File: src/rtl/spm_pkg.sv
// Shared types and constants for the string processor / matcher.
// Contents: FSM state enum, hash/byte widths, default build parameters.
package spm_pkg;

    localparam int unsigned HASH_W          = 128;
    localparam int unsigned BYTE_W          = 8;
    localparam int unsigned STR_LEN_DEF     = 19;
    localparam int unsigned CNT_W_DEF       = 16;
    localparam int unsigned MATCH_DEPTH_DEF = 4;

    typedef enum logic [1:0] {
        ST_IDLE = 2'd0,
        ST_RUN  = 2'd1,
        ST_DONE = 2'd2
    } spm_state_e;

endpackage

File: src/rtl/spm_match_fifo.sv
// Synchronous match FIFO with a look-ahead of the head entry.
// Ports:
//   clk, reset          clock, sync active-high reset
//   clr                 synchronous flush (batch restart)
//   push, wdata         write request / data (dropped when full unless popping)
//   pop                 read request (ignored when empty)
//   full, empty, count  registered occupancy status
//   head_load_c         head entry changes at the coming edge
//   head_next_c         head entry value after the coming edge (0 if empty)
module spm_match_fifo #(
    parameter int unsigned WIDTH = 8,
    parameter int unsigned DEPTH = 4
) (
    input  logic                       clk,
    input  logic                       reset,
    input  logic                       clr,
    input  logic                       push,
    input  logic [WIDTH-1:0]           wdata,
    input  logic                       pop,
    output logic                       full,
    output logic                       empty,
    output logic [$clog2(DEPTH+1)-1:0] count,
    output logic                       head_load_c,
    output logic [WIDTH-1:0]           head_next_c
);

    localparam int unsigned AW = $clog2(DEPTH);
    localparam int unsigned CW = $clog2(DEPTH + 1);

    logic [WIDTH-1:0] mem [DEPTH];
    logic [AW-1:0]    wr_ptr;
    logic [AW-1:0]    rd_ptr;
    logic [CW-1:0]    count_d;
    logic             push_ok;
    logic             pop_ok;

    // A full FIFO still accepts a push when the same cycle frees a slot.
    assign pop_ok  = pop && !empty;
    assign push_ok = push && (!full || pop_ok);

    // Next occupancy
    always_comb begin
        count_d = count;
        if (clr) begin
            count_d = '0;
        end else if (push_ok && !pop_ok) begin
            count_d = CW'(count + CW'(1));
        end else if (pop_ok && !push_ok) begin
            count_d = CW'(count - CW'(1));
        end
    end

    // Head look-ahead: what sits at the read pointer after this edge.
    always_comb begin
        head_load_c = 1'b0;
        head_next_c = mem[rd_ptr];
        if (clr) begin
            head_load_c = 1'b1;
            head_next_c = '0;
        end else if (pop_ok) begin
            head_load_c = 1'b1;
            if (count >= CW'(2)) begin
                head_next_c = mem[AW'(rd_ptr + AW'(1))];
            end else if (push_ok) begin
                head_next_c = wdata;
            end else begin
                head_next_c = '0;
            end
        end else if (empty && push_ok) begin
            head_load_c = 1'b1;
            head_next_c = wdata;
        end
    end

    // Pointers and status
    always_ff @(posedge clk) begin
        if (reset || clr) begin
            wr_ptr <= '0;
            rd_ptr <= '0;
            count  <= '0;
            empty  <= 1'b1;
            full   <= 1'b0;
        end else begin
            if (push_ok) begin
                wr_ptr <= AW'(wr_ptr + AW'(1));
            end
            if (pop_ok) begin
                rd_ptr <= AW'(rd_ptr + AW'(1));
            end
            count <= count_d;
            empty <= (count_d == '0);
            full  <= (count_d == CW'(DEPTH));
        end
    end

    // Storage
    always_ff @(posedge clk) begin
        if (push_ok) begin
            mem[wr_ptr] <= wdata;
        end
    end

endmodule

File: src/rtl/string_process_match_multi.sv
// Candidate-string generator and multi-match collector for the MD5 brute-force
// pipeline. Shifts the byte stream into STR_LEN-byte candidates for the MD5
// core, compares returned hashes with the target and queues up to MATCH_DEPTH
// matches, each read back char-by-char through a head shifter.
// Build option: SPM_HASH_MASK_EN adds proc_target_mask (sampled on proc_start)
// for masked / prefix hash compares; otherwise a full 128-bit compare is used.
// Ports:
//   clk, reset                   clock, sync active-high reset
//   proc_start, proc_num_bytes   batch start pulse, expected return count
//   proc_data, proc_data_valid   input byte stream
//   proc_target_hash             target {a,b,c,d}
//   proc_match_char_next/pop     head string shift / head entry discard
//   proc_done, proc_match, proc_match_count, proc_match_overflow,
//   proc_byte_pos, proc_match_char   batch status and head match readout
//   hash_ret, md5_msg_ret(_valid)    MD5 core return
//   md5_msg, md5_msg_valid           candidate to MD5 core
module string_process_match_multi
    import spm_pkg::*;
#(
    parameter int unsigned STR_LEN     = STR_LEN_DEF,
    parameter int unsigned CNT_W       = CNT_W_DEF,
    parameter int unsigned MATCH_DEPTH = MATCH_DEPTH_DEF
) (
    input  logic                             clk,
    input  logic                             reset,
    input  logic                             proc_start,
    input  logic [CNT_W-1:0]                 proc_num_bytes,
    input  logic [7:0]                       proc_data,
    input  logic                             proc_data_valid,
    input  logic [127:0]                     proc_target_hash,
`ifdef SPM_HASH_MASK_EN
    input  logic [127:0]                     proc_target_mask,
`endif
    input  logic                             proc_match_char_next,
    input  logic                             proc_match_pop,
    output logic                             proc_done,
    output logic                             proc_match,
    output logic [$clog2(MATCH_DEPTH+1)-1:0] proc_match_count,
    output logic                             proc_match_overflow,
    output logic [CNT_W-1:0]                 proc_byte_pos,
    output logic [7:0]                       proc_match_char,
    input  logic [127:0]                     hash_ret,
    input  logic [8*STR_LEN-1:0]             md5_msg_ret,
    input  logic                             md5_msg_ret_valid,
    output logic [8*STR_LEN-1:0]             md5_msg,
    output logic                             md5_msg_valid
);

    localparam int unsigned MSG_W = BYTE_W * STR_LEN;
    localparam int unsigned ENT_W = CNT_W + MSG_W;

    spm_state_e         state;
    spm_state_e         state_d;
    logic [CNT_W-1:0]   num_bytes;
    logic [CNT_W-1:0]   ret_count;
    logic [MSG_W-1:0]   head_str;
    logic               ret_accept;
    logic               is_match;
    logic               match_push;
    logic               pop_ok;
    logic               fifo_full;
    logic               fifo_empty;
    logic               head_load_c;
    logic [ENT_W-1:0]   head_next_c;

`ifdef SPM_HASH_MASK_EN
    logic [HASH_W-1:0]  mask_q;
    assign is_match = (((hash_ret ^ proc_target_hash) & mask_q) == '0);
`else
    assign is_match = (hash_ret == proc_target_hash);
`endif

    assign match_push = ret_accept && is_match;
    assign pop_ok     = proc_match_pop && !fifo_empty && !proc_start;

    // State register
    always_ff @(posedge clk) begin
        if (reset) begin
            state <= ST_IDLE;
        end else begin
            state <= state_d;
        end
    end

    // Next state and return acceptance; proc_start overrides everything.
    always_comb begin
        state_d    = state;
        ret_accept = 1'b0;
        case (state)
            ST_IDLE: ;
            ST_RUN: begin
                if (num_bytes == '0) begin
                    state_d = ST_DONE;
                end else if (md5_msg_ret_valid) begin
                    ret_accept = 1'b1;
                    if (CNT_W'(ret_count + CNT_W'(1)) == num_bytes) begin
                        state_d = ST_DONE;
                    end
                end
            end
            ST_DONE: ;
            default: state_d = ST_IDLE;
        endcase
        if (proc_start) begin
            state_d    = ST_RUN;
            ret_accept = 1'b0;
        end
    end

    // Batch bookkeeping, head shifter and candidate message path
    always_ff @(posedge clk) begin
        if (reset) begin
            proc_done           <= 1'b0;
            num_bytes           <= '0;
            ret_count           <= '0;
            proc_match_overflow <= 1'b0;
            proc_byte_pos       <= '0;
            head_str            <= '0;
            md5_msg             <= '0;
            md5_msg_valid       <= 1'b0;
`ifdef SPM_HASH_MASK_EN
            mask_q              <= '0;
`endif
        end else begin
            proc_done <= (state_d == ST_DONE);
            if (proc_start) begin
                num_bytes           <= proc_num_bytes;
                ret_count           <= '0;
                proc_match_overflow <= 1'b0;
`ifdef SPM_HASH_MASK_EN
                mask_q              <= proc_target_mask;
`endif
            end else begin
                if (ret_accept) begin
                    ret_count <= CNT_W'(ret_count + CNT_W'(1));
                end
                if (match_push && fifo_full && !pop_ok) begin
                    proc_match_overflow <= 1'b1;
                end
            end
            // A head change (push to empty, pop, flush) beats a char shift.
            if (head_load_c) begin
                {proc_byte_pos, head_str} <= head_next_c;
            end else if (proc_match_char_next && !fifo_empty) begin
                head_str <= {head_str[MSG_W-BYTE_W-1:0], BYTE_W'(0)};
            end
            if (proc_data_valid) begin
                md5_msg <= {md5_msg[MSG_W-BYTE_W-1:0], proc_data};
            end
            md5_msg_valid <= proc_data_valid;
        end
    end

    assign proc_match      = !fifo_empty;
    assign proc_match_char = head_str[MSG_W-1 -: BYTE_W];

    spm_match_fifo #(
        .WIDTH (ENT_W),
        .DEPTH (MATCH_DEPTH)
    ) u_match_fifo (
        .clk         (clk),
        .reset       (reset),
        .clr         (proc_start),
        .push        (match_push),
        .wdata       ({ret_count, md5_msg_ret}),
        .pop         (pop_ok),
        .full        (fifo_full),
        .empty       (fifo_empty),
        .count       (proc_match_count),
        .head_load_c (head_load_c),
        .head_next_c (head_next_c)
    );

endmodule

File: config.mk
export PLATFORM = sky130hd
export DESIGN_NAME = string_process_match_multi
export DESIGN_NICKNAME = d
export VERILOG_FILES = /design/src/rtl/spm_pkg.sv /design/src/rtl/spm_match_fifo.sv /design/src/rtl/string_process_match_multi.sv
export SDC_FILE = /design/constraint.sdc
export NUM_CORES = 2
export LEC_CHECK = 0
export CELL_PAD_IN_SITES_DETAIL_PLACEMENT = 0
export CELL_PAD_IN_SITES_GLOBAL_PLACEMENT = 2
export CORE_MARGIN = 4
export CORE_UTILIZATION = 39
export CTS_BUF_LIST = sky130_fd_sc_hd__clkbuf_4 sky130_fd_sc_hd__clkbuf_8
export CTS_CLUSTER_SIZE = 24
export DETAILED_ROUTE_END_ITERATION = 8
export GPL_TIMING_DRIVEN = 0
export HOLD_SLACK_MARGIN = 0.05
export PLACE_DENSITY = 0.84
export SLEW_MARGIN = 20
export SYNTH_ARGS = -nofsm -noshare
export SYNTH_HDL_FRONTEND = slang
export SYNTH_SLANG_ARGS = --single-unit
File: constraint.sdc
create_clock -name clk -period 12.5 [get_ports clk]
set_input_delay 1.875 -clock clk [delete_from_list [all_inputs] [get_ports clk]]
set_output_delay 1.875 -clock clk [all_outputs]
set_load 0.01 [all_outputs]
## After elaboration in Yosys (flattened, before gate mapping)

Memories as Yosys holds them, arrays and structs flattened. A register that Yosys moved wholly into a read port is not among the register bits.
Cells that the tools add are included.

| cells by class | value |
|---|---|
| $add $sub $neg | 5 |
| $lt $le $gt $ge | 1 |
| equal/unequal tests | 6 |
| muxes and demuxes | 26 |
| reductions and logical operators | 25 |

Operators by type and width:

| kind | count |
|---|---|
| $mux W168 | 5 |
| $mux W152 | 2 |
| $eq A128 B128 Y1 | 1 |
| $add A16 B1 Y16 const B | 1 |
| $eq A16 B16 Y1 | 1 |
| $logic_not A16 Y1 | 1 |
| $mux W2 | 6 |
| $logic_and A1 B1 Y1 | 11 |
| $mux W1 | 9 |
| $mux W3 | 3 |
| $logic_not A1 Y1 | 6 |
| $add A2 B1 Y2 const B | 2 |
| $eq A2 B2 Y1 const B | 2 |
| $pmux W2 S2 | 1 |
| $reduce_or A2 Y1 | 2 |
| $add A3 B1 Y3 const B | 1 |
| $eq A3 B3 Y1 const B | 1 |
| $ge A3 B2 Y1 const B | 1 |
| $logic_not A3 Y1 | 1 |
| $sub A3 B1 Y3 const B | 1 |
| $eq A2 B1 Y1 const B | 1 |
| $logic_not A2 Y1 | 1 |
| $logic_or A1 B1 Y1 | 2 |
| $reduce_bool A2 Y1 | 1 |

| word-level totals | value |
|---|---|
| register bits | 366 |
| memory bits (writable) | 672 |
| input bits | 439 |
| output and inout port bits | 183 |
| word-level logic and storage cells | 78 |
| memories | 1 |

Memory list:

| memory | words | bits a word | rd ports | clocked after Yosys merged registers in | wr ports | line | RTL |
|---|---|---|---|---|---|---|---|
| u_match_fifo.mem | 4 | 168 | 2 | 1 | 1 | spm_match_fifo.sv:30 | `logic [WIDTH-1:0] mem [DEPTH];` |

## Longest topological paths before layout

| depth | value |
|---|---|
| word-level depth | 12 |
| mapped depth | 14 |
| depth with buffers taken out | 9 |

## Cells and area by module

A second synthesis with hierarchy kept.

| second synthesis, totals | value |
|---|---|
| cell total of the unflattened synthesis | 3,944 |
| area, all modules | 50,073.0 sq um |

By module, submodules not included:

| module | instances | cells an instance | area each (sq um) | seq. area each (sq um) |
|---|---|---|---|---|
| spm_match_fifo | 1 | 2,127 | 33,895.0 | 20,399.6 |
| string_process_match_multi | 1 | 1,817 | 16,178.0 | 7,146.9 |

## Worst setup path before layout

Ideal clock, no wire load.

| timing | value |
|---|---|
| path kind | input to register |
| start | in proc_target_hash[94] |
| end | mem u_match_fifo.mem[0][0] (netlist bit) (enable) |
| arrival time | 10.199 ns |
| setup slack | 1.602 ns |
| stages | 7 |
| cell sequence | xor2_1 -> nor4_1 -> nand4_1 -> nor4_4 -> nand3_1 -> a21o_1 -> nor2_1 |

| between the ends | value |
|---|---|
| word-level cells in the longest chain between the ends | 5 |

Ends and longest elaborated chain:

| what | line | RTL |
|---|---|---|
| from (decl) | string_process_match_multi.sv:30 | `input logic [127:0] proc_target_hash,` |
| $eq A128 B128 Y1 | string_process_match_multi.sv:70 | `assign is_match = (hash_ret == proc_target_hash);` |
| $logic_and A1 B1 Y1 | string_process_match_multi.sv:73 | `assign match_push = ret_accept && is_match;` |
| $logic_and A1 B1 Y1 | spm_match_fifo.sv:39 | `assign push_ok = push && (!full \|\| pop_ok);` |
| $mux W1 | spm_match_fifo.sv:98 | `if (push_ok) begin` |
| $mux W1 (not written as such) | spm_match_fifo.sv:99 | `mem[wr_ptr] <= wdata;` |
| to (decl) | spm_match_fifo.sv:30 |  |

No other way between the ends.

## Worst setup path after layout

| timing | value |
|---|---|
| start | in hash_ret[97] |
| end | reg head_str[122] |

| between the ends | value |
|---|---|
| word-level cells in the longest chain between the ends | 8 |
| elaborated cells on any way between the ends | 14 |

Ends and longest elaborated chain:

| what | line | RTL |
|---|---|---|
| from (decl) | string_process_match_multi.sv:42 | `input logic [127:0] hash_ret,` |
| $eq A128 B128 Y1 (*) | string_process_match_multi.sv:70 |  |
| $logic_and A1 B1 Y1 (*) | string_process_match_multi.sv:73 |  |
| $logic_and A1 B1 Y1 (*) | spm_match_fifo.sv:39 |  |
| $mux W168 / $logic_and A1 B1 Y1 (equally long branches) | spm_match_fifo.sv:64, spm_match_fifo.sv:69 |  |
| $mux W168, or another cell as far along | spm_match_fifo.sv:62 | `if (count >= CW'(2)) begin` |
| $mux W168 / $mux W1 (equally long branches) | spm_match_fifo.sv:60 | `end else if (pop_ok) begin` |
| $mux W168 / $mux W1 (equally long branches) | spm_match_fifo.sv:57 | `if (clr) begin` |
| $mux W152 / $reduce_bool A2 Y1 (equally long branches) | n/a |  |
| to (signal assigned) | string_process_match_multi.sv:143 | `{proc_byte_pos, head_str} <= head_next_c;` |
| to (signal assigned) | string_process_match_multi.sv:145 | `head_str <= {head_str[MSG_W-BYTE_W-1:0], BYTE_W'(0)};` |
| to (decl) | string_process_match_multi.sv:56 | `logic [MSG_W-1:0] head_str;` |

Every way passes the cells marked *; elsewhere a longest branch is shown, timed or not.
A chain may end at the register's enable or synchronous reset.

==> results.yml <==
synth:
  synth-seq-cells: 1038
  synth.net_count: 3562
  synth.most_common_cell: "edfxtp_1"
  async_flop_share_pct: 0
  synth_top_cell_by_area: "edfxtp_1"
  netlist_area_um2: 43200
  synth_commonest_cells: "edfxtp_1 (672), dfxtp_1 (366), nor2_1 (354)"
  synth_warnings: 0
  synth_edf_count: 672
  synth_top_area_share_pct: 46.7
  netlist_top_cells_area: "edfxtp_1 (47%), dfxtp_1 (17%), mux4_2 (8.8%)"
  synth_flop_cell: "edfxtp_1"
  syn-instance-count: 3115
  ys_seq_area_share_pct: 63.7
  syn_area_per_cell_um2: 13.9
  ys_types: 51
global_routing:
  grt_max_degree: 25
  antenna_found_initial: 27
  grt_pass1_wl_um: 208000
  gr-total-overflow: 0
  track_usage_pct: 24.3
  grt_pass1_vias: 30500
sta:
  fin_crit_sh_pct: 46.1
  hold_ws_ns: 0.460
  rsz0062_at_grt: "false"
  worstMarginPinSlew_ns: 1.13
  finalSetupViolations: 0
  relSlewSlack_pct: 24.9
  clock.fmax_mhz: 174
  tns_ns: 0
  skew_ns: 0.0379
  slew_viol_final: 0
  post-route-min-period_ns: 5.76
  hold_violations: 0
pwr:
  p_leak_nw: 18.3
  powerDensity_nw_per_um2: 132
  ir_drop_mv: 0.101
critical_path:
  end_kind: "flop"
  path_max_fanout: 10
  arrival_ns: 6.54
  rr_startpoint: "u_match_fifo.empty$_SDFF_PP1_"
  crit_path_start_kind: "input port"
  r2r_slack_ns: 8.18
  r2r-end: "u_match_fifo.mem[0][75]$_DFFE_PP_"
  reg2reg_depth: 11
  required_ns: 13.28
  worst-setup-path-type: "input port to flop"
die:
  rows: 121
  start_util_pct: 39.5
  design.die.area_um2: 116000
  die-width_um: 341
  core-area_um2: 109000
  die_h_um: 341
  io_pins: 622
clock_tree:
  cts_inserted_buffers: 173
  cts-resized-gates: 0
  numClockSinks: 1038
  cts_tree: "yes"
  ctsHoldBuffers: 0
  cts.path.max_buffers: 3
  clockRootBuffer: "clkbuf_8"
  cts.reportedPaths.clkPinSlew_ns: 0.06
  post-cts-setup-buffer-count: 0
  insertion_delay_ns: 0.86
  htreeDepth: 4
min_path:
  hold_path.startpoint: "proc_byte_pos[14]$_SDFFE_PP0N_"
  min_path_cells: 2
  hold_class: "flop to flop"
  min_to: "proc_byte_pos[14]$_SDFFE_PP0N_"
placement:
  place_hpwl_um: 106000
  dp_cells: 5245
  gp_congestion: 0.948
  port_buffers: 618
drt:
  viasPerCell: 5.34
  drt-initial-drc-count: 2392
  drt-total-wl_um: 143000
  dr.pass1.iters: 8
  routedWlPerCell_um: 25.7
  drc_errors: 0
  vias: 29800
  final_antenna_net_count: 0
finish:
  fin_util_pct: 51.1
  final_nets: 4391
  stdcell_count: 5583
  synthToLayoutAreaGrowth_pct: 29.5
  drive_gt1_share_pct: 16.2
outcome:
  outcome: "completed"
flow_run:
  max-cap-violations: 0
[cell type report]
class	instances	area, um2
antenna	14	35.0
buffer	246	1070
clock buffer	239	2980
clock inverter	85	821
fill	9523	53500
inverter	18	67.6
multi-input combinational	1813	14600
sequential	1038	27500
tap	1476	1850
timing repair buffer	654	7040
[cells in the final DEF, fill, tap and decap left out, types with 19 or more instances in the layout]
cell / instances
nor4_1: 26
buf_4: 23
nor3_1: 19
mux4_2: 168
xor2_1: 87
mux2i_1: 170
nand4_1: 26
clkinv_2: 28
nand2_1: 179
o21ai_0: 162
clkinv_1: 28
a22oi_1: 24
clkbuf_1: 150
xnor2_1: 78
dfxtp_1: 366
clkbuf_8: 189
a221oi_2: 40
a221oi_1: 103
a211oi_1: 86
a21oi_1: 163
clkdlybuf4s50_1: 618
nor2_1: 350
clkbuf_4: 51
buf_1: 42
edfxtp_1: 672
buf_2: 25
a211oi_2: 58
[worst max path at each step]
stage                                    start                                 to  cells after the start
after global routing              hash_ret[97]         head_str[138]$_SDFFE_PP0P_                     11
after floorplan           proc_target_hash[94]   u_match_fifo.mem[0][0]$_DFFE_PP_                      7
final                             hash_ret[97]         head_str[122]$_SDFFE_PP0P_                     11
after global placement            hash_ret[97]  u_match_fifo.mem[2][82]$_DFFE_PP_                      8
after detailed placement  proc_target_hash[29]          head_str[82]$_SDFFE_PP0P_                     11
after CTS                 proc_target_hash[29]         head_str[122]$_SDFFE_PP0P_                     11
[worst max-delay path, cell delays in order]
cell and delay, ns:
clkdlybuf4s50_1 0.64, xor2_1 0.24, nor4_1 0.39, nand4_1 0.38, nor4_4 0.58, nand4_1 0.86
clkbuf_1 0.61, clkbuf_1 0.34, a21oi_1 0.19, o21ai_0 0.16, a211oi_2 0.22
[metal layers]
| metal | track usage [%] | vias to the layer above | wire length, um |
|---|---|---|---|
| met5 | 0 | - | 155 |
| met1 | 34.1 | 15000 | 63600 |
| met4 | 5.06 | 24 | 2090 |
| li1 | - | 13700 | - |
| met3 | 6.71 | 195 | 10900 |
| met2 | 37.9 | 962 | 66500 |
[flip-flops by register name (all words and copies together) (netlist names)]
register,flops
proc_done,1
u_match_fifo.wr_ptr,2
proc_match_overflow,1
u_match_fifo.mem,672
md5_msg_valid,1
head_str,152
num_bytes,16
u_match_fifo.count,3
proc_byte_pos,16
u_match_fifo.rd_ptr,2
md5_msg,152
ret_count,16
u_match_fifo.full,1
state,2
u_match_fifo.empty,1
[metrics by stage]
stage	power (mW)	cell area [um2]	setup slack [ns]
6_report	7.38	56000	6.74
4_1_cts	7.46	55900	6.80
3_5_place_dp	4.21	52100	5.87
3_3_place_gp	4.21	51200	-5.83
2_1_floorplan	3.94	43200	1.60
5_1_grt	7.66	55900	6.64
[cells by family after synthesis]
group,count (synthesis),synth area share [%]
adders and majority gates,8,0.232
buffers and inverters,264,2.63
xor gates and xnor gates,165,3.35
DFF,1038,63.7
AOI/OAI and AO/OA,660,11.2
and+or+nand+nor,642,6.24
muxes,338,12.7
[power by group]
group          switching [mW]  leakage [nW]  internal (mW)
registers              0.0300          9.15           3.68
logic                   0.212          7.20          0.223
clock network            1.43          2.00           1.82
total                    1.67          18.3           5.72
No activity file was read; power rests on OpenSTA's default activity.
